`config.mk`:
```
export PLATFORM = sky130hd
export DESIGN_NAME = nibble_serial_adder
export DESIGN_NICKNAME = d
export VERILOG_FILES = /design/src/rtl/nsa_pkg.sv /design/src/rtl/cla.sv /design/src/rtl/nibble_serial_adder.sv
export SDC_FILE = /design/constraint.sdc
export NUM_CORES = 1
export LEC_CHECK = 0
export ABC_AREA = 1
export CAP_MARGIN = 20
export CORE_UTILIZATION = 30
export CTS_CLUSTER_DIAMETER = 100
export DETAILED_ROUTE_END_ITERATION = 7
export RECOVER_POWER = 100
export SLEW_MARGIN = 5
export SYNTH_ARGS = -nofsm -noshare
export SYNTH_HDL_FRONTEND = slang
export SYNTH_SLANG_ARGS = --single-unit
```
`constraint.sdc`:
```
create_clock -name clk -period 2.3 [get_ports clk]
set_input_delay 0.345 -clock clk [delete_from_list [all_inputs] [get_ports clk]]
set_output_delay 0.345 -clock clk [all_outputs]
set_load 0.03 [all_outputs]
```
`src/rtl/nsa_pkg.sv`:
```
// Shared types and constants for the nibble-serial adder.
// The adder handles one 4-bit slice per clock; nib_count gives the number of slices.
package nsa_pkg;

  typedef enum logic [1:0] {
    IDLE = 2'd0,
    RUN  = 2'd1,
    DONE = 2'd2
  } nsa_state_t;

  localparam int NIBBLE_W = 4;

  function automatic int nib_count(input int width);
    return width / NIBBLE_W;
  endfunction

endpackage

```
`src/rtl/cla.sv`:
```
// 4-bit carry-lookahead adder slice.
// All four internal carries come from generate/propagate terms; there is no ripple chain.
module cla (
  input  logic [3:0] a,
  input  logic [3:0] b,
  input  logic       cin,
  output logic [3:0] sum,
  output logic       cout
);

  logic [3:0] g;
  logic [3:0] p;
  logic [4:0] c;

  assign g = a & b;
  assign p = a ^ b;

  assign c[0] = cin;
  assign c[1] = g[0] | (p[0] & cin);
  assign c[2] = g[1] | (p[1] & g[0]) | (p[1] & p[0] & cin);
  assign c[3] = g[2] | (p[2] & g[1]) | (p[2] & p[1] & g[0]) | (p[2] & p[1] & p[0] & cin);
  assign c[4] = g[3] | (p[3] & g[2]) | (p[3] & p[2] & g[1]) | (p[3] & p[2] & p[1] & g[0])
              | (p[3] & p[2] & p[1] & p[0] & cin);

  assign sum  = p ^ c[3:0];
  assign cout = c[4];

endmodule

```
`src/rtl/nibble_serial_adder.sv`:
```
// Multi-cycle WIDTH-bit adder: one 4-bit lookahead slice per clock, valid/ready on both sides.
// Operands are latched on accept; the result registers hold steady throughout DONE.
module nibble_serial_adder
  import nsa_pkg::*;
#(
  parameter int WIDTH = 16
) (
  input  logic             clk,
  input  logic             rst,
  input  logic             in_valid,
  output logic             in_ready,
  input  logic [WIDTH-1:0] in_a,
  input  logic [WIDTH-1:0] in_b,
  input  logic             in_cin,
  output logic             out_valid,
  input  logic             out_ready,
  output logic [WIDTH-1:0] out_sum,
  output logic             out_cout,
  output logic             out_ovf,
  output logic             busy
);

  localparam int NIB   = nib_count(WIDTH);
  localparam int IDX_W = (NIB > 1) ? $clog2(NIB) : 1;
  localparam logic [IDX_W-1:0] LAST_IDX = IDX_W'(NIB - 1);

  if ((WIDTH % NIBBLE_W) != 0 || WIDTH < NIBBLE_W) begin : g_bad_width
    $error("nibble_serial_adder: WIDTH must be a multiple of 4 and at least 4");
  end

  nsa_state_t state, state_next;

  logic [WIDTH-1:0]    a_q;
  logic [WIDTH-1:0]    b_q;
  logic [WIDTH-1:0]    sum_q;
  logic                carry_q;
  logic [IDX_W-1:0]    idx;
  logic [NIBBLE_W-1:0] slice_sum;
  logic                slice_cout;

  cla u_cla (
    .a    (a_q[int'(idx) * NIBBLE_W +: NIBBLE_W]),
    .b    (b_q[int'(idx) * NIBBLE_W +: NIBBLE_W]),
    .cin  (carry_q),
    .sum  (slice_sum),
    .cout (slice_cout)
  );

  always_ff @(posedge clk or posedge rst) begin
    if (rst) begin
      state <= IDLE;
    end else begin
      state <= state_next;
    end
  end

  always_comb begin
    state_next = state;
    case (state)
      IDLE:    if (in_valid)        state_next = RUN;
      RUN:     if (idx == LAST_IDX) state_next = DONE;
      DONE:    if (out_ready)       state_next = IDLE;
      default:                      state_next = IDLE;
    endcase
  end

  // Operand/result registers change only on accept and during RUN, so outputs hold through DONE.
  always_ff @(posedge clk or posedge rst) begin
    if (rst) begin
      a_q     <= '0;
      b_q     <= '0;
      sum_q   <= '0;
      carry_q <= 1'b0;
      idx     <= '0;
    end else begin
      case (state)
        IDLE: begin
          if (in_valid) begin
            a_q     <= in_a;
            b_q     <= in_b;
            carry_q <= in_cin;
            idx     <= '0;
          end
        end
        RUN: begin
          sum_q[int'(idx) * NIBBLE_W +: NIBBLE_W] <= slice_sum;
          carry_q <= slice_cout;
          if (idx != LAST_IDX) begin
            idx <= idx + 1'b1;
          end
        end
        default: begin
        end
      endcase
    end
  end

  assign in_ready  = (state == IDLE) && !rst;
  assign out_valid = (state == DONE);
  assign busy      = (state != IDLE);
  assign out_sum   = sum_q;
  assign out_cout  = carry_q;
  // MSB operand bits xor sum bit recover the carry into the MSB; xor with carry-out flags overflow.
  assign out_ovf   = a_q[WIDTH-1] ^ b_q[WIDTH-1] ^ sum_q[WIDTH-1] ^ carry_q;

endmodule

```
==> impl_summary.md <==
Run status
The run finished with clean final reports.

GRT
The all-layer global routing usage is 15.0%. The remaining global-route overflow is 0. The first global-routing pass estimated 10.5 mm of wire. The via count of the first global-routing pass is 2261. The initial antenna violation count is 0. The largest net degree at the start of global routing is 35.

STA
The setup total negative slack is 0 ns. The number of max-slew violations in the final report is 0. The worst path meets setup with 0.194 ns of slack.

Setup violations remaining at the end of the flow were counted as 0. On the final layout, the worst hold slack is 0.481 ns. The hold violation count in the final report came to 0. The fmax is 0.475 GHz.

Setup repair after global routing left no endpoint under its margin. For the finished layout, the period the worst path requires is 2.11 ns. The worst clock skew is 0.00843 ns. The ratio of final minimum period to clock period is 91.6%. For the pin with the worst max-slew slack, the measured transition is approximately 0.8 ns. The headroom to the max-slew limit is 46.1%.

Pwr
In this run the static leakage power is 1.74 nW. Internal power comes to 2.63 mW. The combinational cell fraction of total power is between 50% and 60%. In this run the power density over the cells is approximately 1500 mW/mm^2.

The overall power after layout is 5.07 mW. Per report_power, the clock group accounts for 11.0% of the total. Summed over all nets, the switching power comes to 2.44 mW.

Sequential cells burn 31.6% of the power. The switching power share of the total is 48.2%. The worst-case vdd ir drop is between 500 and 600 uV.

Yosys
The library cell occupying the most area in the post-synthesis netlist is sky130_fd_sc_hd__dfrtp_1. After synthesis the cells add up to ~0.0026 mm^2. In this run the mean area of a mapped cell was 8.17 um^2. The count of synthesis-stage warnings from yosys is 0. The number of distinct library cell variants in the gate-level netlist after synthesis is 29. After synthesis the netlist holds a flip-flop and latch count of 53. Sequential cells were found to cover 50.1% of the synthesized design area.

The number of nets in the synthesized netlist is 373. Synthesis handed over a netlist of 324 instances. By area the synthesized netlist is led by sky130_fd_sc_hd__dfrtp_1 50%, sky130_fd_sc_hd__nand2_1 19%, sky130_fd_sc_hd__ha_1 5.2%. The share of Yosys cell area claimed by the top area cell type is 50.1%.

Critical path
At the worst endpoint, the required time is 1.96 ns. The most numerous cell on the critical path is sky130_fd_sc_hd__nor2_1. The signal on the critical path passes through nor2_1, inv_1, nor2_1, dlygate4sd3_1.

The critical path is of the reg -> out type. On the worst path, the slowest cell contributes a delay of roughly 0.73 ns. In this run the worst path has a maximum fanout of 4. For the worst setup path, the data arrival time is 1.76 ns. The worst setup path is captured at a primary output. The worst setup path is launched from a flip-flop. On the critical path, the stage with the largest delay is an instance of sky130_fd_sc_hd__dlygate4sd3_1.

Layout
The finished layout cell area is between 0.003 and 0.004 mm^2. The fraction of final layout cells sized beyond drive strength 1 is 7.24%. The net count of the finished layout is between 400 and 500. 0 antenna diodes ended up in the layout.

From synthesis to final layout, the design area changed by 30.2%.

Detailed routing
Dividing the detail-routed wire length by the instance count gives 12.6 um. The number of detailed-route iterations in the first pass is 4. For this block, the initial DRC count from the detailed router was 108. The detailed-route via count is 2256. Dividing the detail-routed via count by the number of cells gives 4.59.

The antenna violation net count after detailed routing is 0. The overall routed net length is 6.20 mm. After detailed routing, the number of remaining DRC violations is 0.

Run
Across the run, the number of max-cap violations was 0.

Clock tree
The clock drives 53 sinks. Hold repair after CTS inserted 0 buffers. The number of CTS-inserted buffers is 5. The maximum level of the CTS H-tree is 2.

The root cell of the clock tree is sky130_fd_sc_hd__clkbuf_8. The insertion delay of the later-clocked pin in the worst-skew pair is 0.31 ns. The deepest clock path buffer count is 2. After clock tree synthesis, the clock-pin slew on the worst setup and hold paths is roughly 0.090 ns.

In this run, post-CTS repair resized a total of 0 instances. The buffer count from post-CTS setup fixing is 0. TritonCTS built the clock tree.

Floorplanning
The initial core utilization is 31.6%. The number of cell rows is 33. The floorplan step defined a die boundary enclosing 0.00920 mm^2.

The horizontal die dimension is 95.9 um. The floorplan step set the die height to 95.9 um. The count of pins on the block boundary is 58.

The core region area is 0.00838 mm^2.

Placed design
The global placement routability congestion is 0.839. The area of placed instances is 0.00334 mm^2. The HPWL after detailed placement is 4.69 mm.

The worst setup slack after placement is 0.194 ns. During placement, the flow inserted port buffers numbering 57.

Min path
The path class of the tightest hold or removal check is reg -> reg.
[cell families (layout without fill, tap and decap cells)]
group,count (synthesis),count (layout),synth area share (%)
simple gates,177,177,27.8
flops,53,53,50.1
compound gates,43,43,8.98
buf+inv,35,98,5.86
fa+ha+maj,12,12,5.95
xor+xnor,4,4,1.32
[through the flow]
stage,cells,util [%]
2_1_floorplan,324,-
3_3_place_gp,483,39.9
5_1_grt,492,41.1
6_report,492,41.1
3_5_place_dp,483,39.9
4_1_cts,491,41.1
[worst paths after layout]
check / start / to / slack [ns] / depth (start not counted)
worst max-delay path: state[0] / in_ready / 0.19 / 4
worst min-delay path: a_q[8] / a_q[8] / 0.48 / 2
worst max register to register: idx[0] / out_sum[15] / 0.20 / 11
worst min register to register: a_q[8] / a_q[8] / 0.48 / 2
max in group asynchronous: rst / a_q[0] / 0.76 / 3
min in group asynchronous: rst / b_q[15] / 0.64 / 2
[cell usage in the layout (no fill, tap or decap), drive strengths merged, types with 4 or more instances in the layout]
master / synthesis / layout
buf: 8 / 4
clkbuf: 3 / 11
clkdlybuf4s50: 0 / 35
dfrtp: 53 / 53
dlygate4sd3: 0 / 21
ha: 11 / 11
inv: 23 / 22
nand2: 136 / 136
nand3: 7 / 7
nand4: 5 / 5
nor2: 28 / 28
o21ai: 32 / 32
o22ai: 8 / 8
[power by group through the flow]
stage | Sequential, mW | Combinational [mW] | Clock [mW]
floorplan | 1.76 | 1.93 | 0
global placement | 1.62 | 2.95 | 0
detailed placement | 1.62 | 2.98 | 0
CTS | 1.60 | 3.00 | 0.572
global route | 1.66 | 3.28 | 0.608
finish | 1.60 | 2.91 | 0.558
[per-layer routing]
layer | track usage, % | wire length [um] | up-vias
met3 | 3.00 | 280 | 11
met1 | 19.7 | 2980 | 1039
met5 | 0 | 0 | -
met4 | 6.09 | 141 | 0
li1 | - | - | 1150
met2 | 24.2 | 2800 | 56
[cell type report]
type | count | area (um^2)
multi-input combinational | 236 | 1170
timing repair buffer | 65 | 616
sequential | 53 | 1330
clock inverter | 2 | 13.8
inverter | 24 | 93.8
timing repair inverter | 1 | 7.51
tap | 105 | 131
clock buffer | 6 | 82.6
fill | 871 | 4930
[registers in the layout, summed over array words and instances (netlist names)]
register and count:
out_sum 16, a_q 16, idx 2, b_q 16, state 2, out_cout 1
[synthesized netlist by cell type]
master	n
sky130_fd_sc_hd__buf_6	1
sky130_fd_sc_hd__buf_2	4
sky130_fd_sc_hd__xnor2_1	3
sky130_fd_sc_hd__nor2_8	1
sky130_fd_sc_hd__clkinv_1	1
sky130_fd_sc_hd__ha_1	11
sky130_fd_sc_hd__nand3_2	1
sky130_fd_sc_hd__nand2_1	135
sky130_fd_sc_hd__clkbuf_1	3
sky130_fd_sc_hd__nand2_2	1
sky130_fd_sc_hd__nand4_2	1
sky130_fd_sc_hd__o31ai_1	2
sky130_fd_sc_hd__o21ai_0	25
sky130_fd_sc_hd__nor2_1	24
sky130_fd_sc_hd__nand3_1	6
sky130_fd_sc_hd__o21ai_2	1
sky130_fd_sc_hd__xor2_1	1
sky130_fd_sc_hd__o21ai_1	6
sky130_fd_sc_hd__nor2_2	1
sky130_fd_sc_hd__inv_1	20
sky130_fd_sc_hd__fa_1	1
sky130_fd_sc_hd__inv_2	3
sky130_fd_sc_hd__nand4_1	4
sky130_fd_sc_hd__nor2_4	2
sky130_fd_sc_hd__dfrtp_1	53
sky130_fd_sc_hd__or2_0	1
sky130_fd_sc_hd__buf_4	3
sky130_fd_sc_hd__o22ai_1	8
sky130_fd_sc_hd__a32oi_1	1
[critical path, delay by kind of cell (launching register included)]
kind                   cells  cell delay [ns]
buffers and inverters      2             0.80
DFF                        1             0.41
and+or+nand+nor            2             0.25
Note: power is estimated with default switching activity, not from simulation.
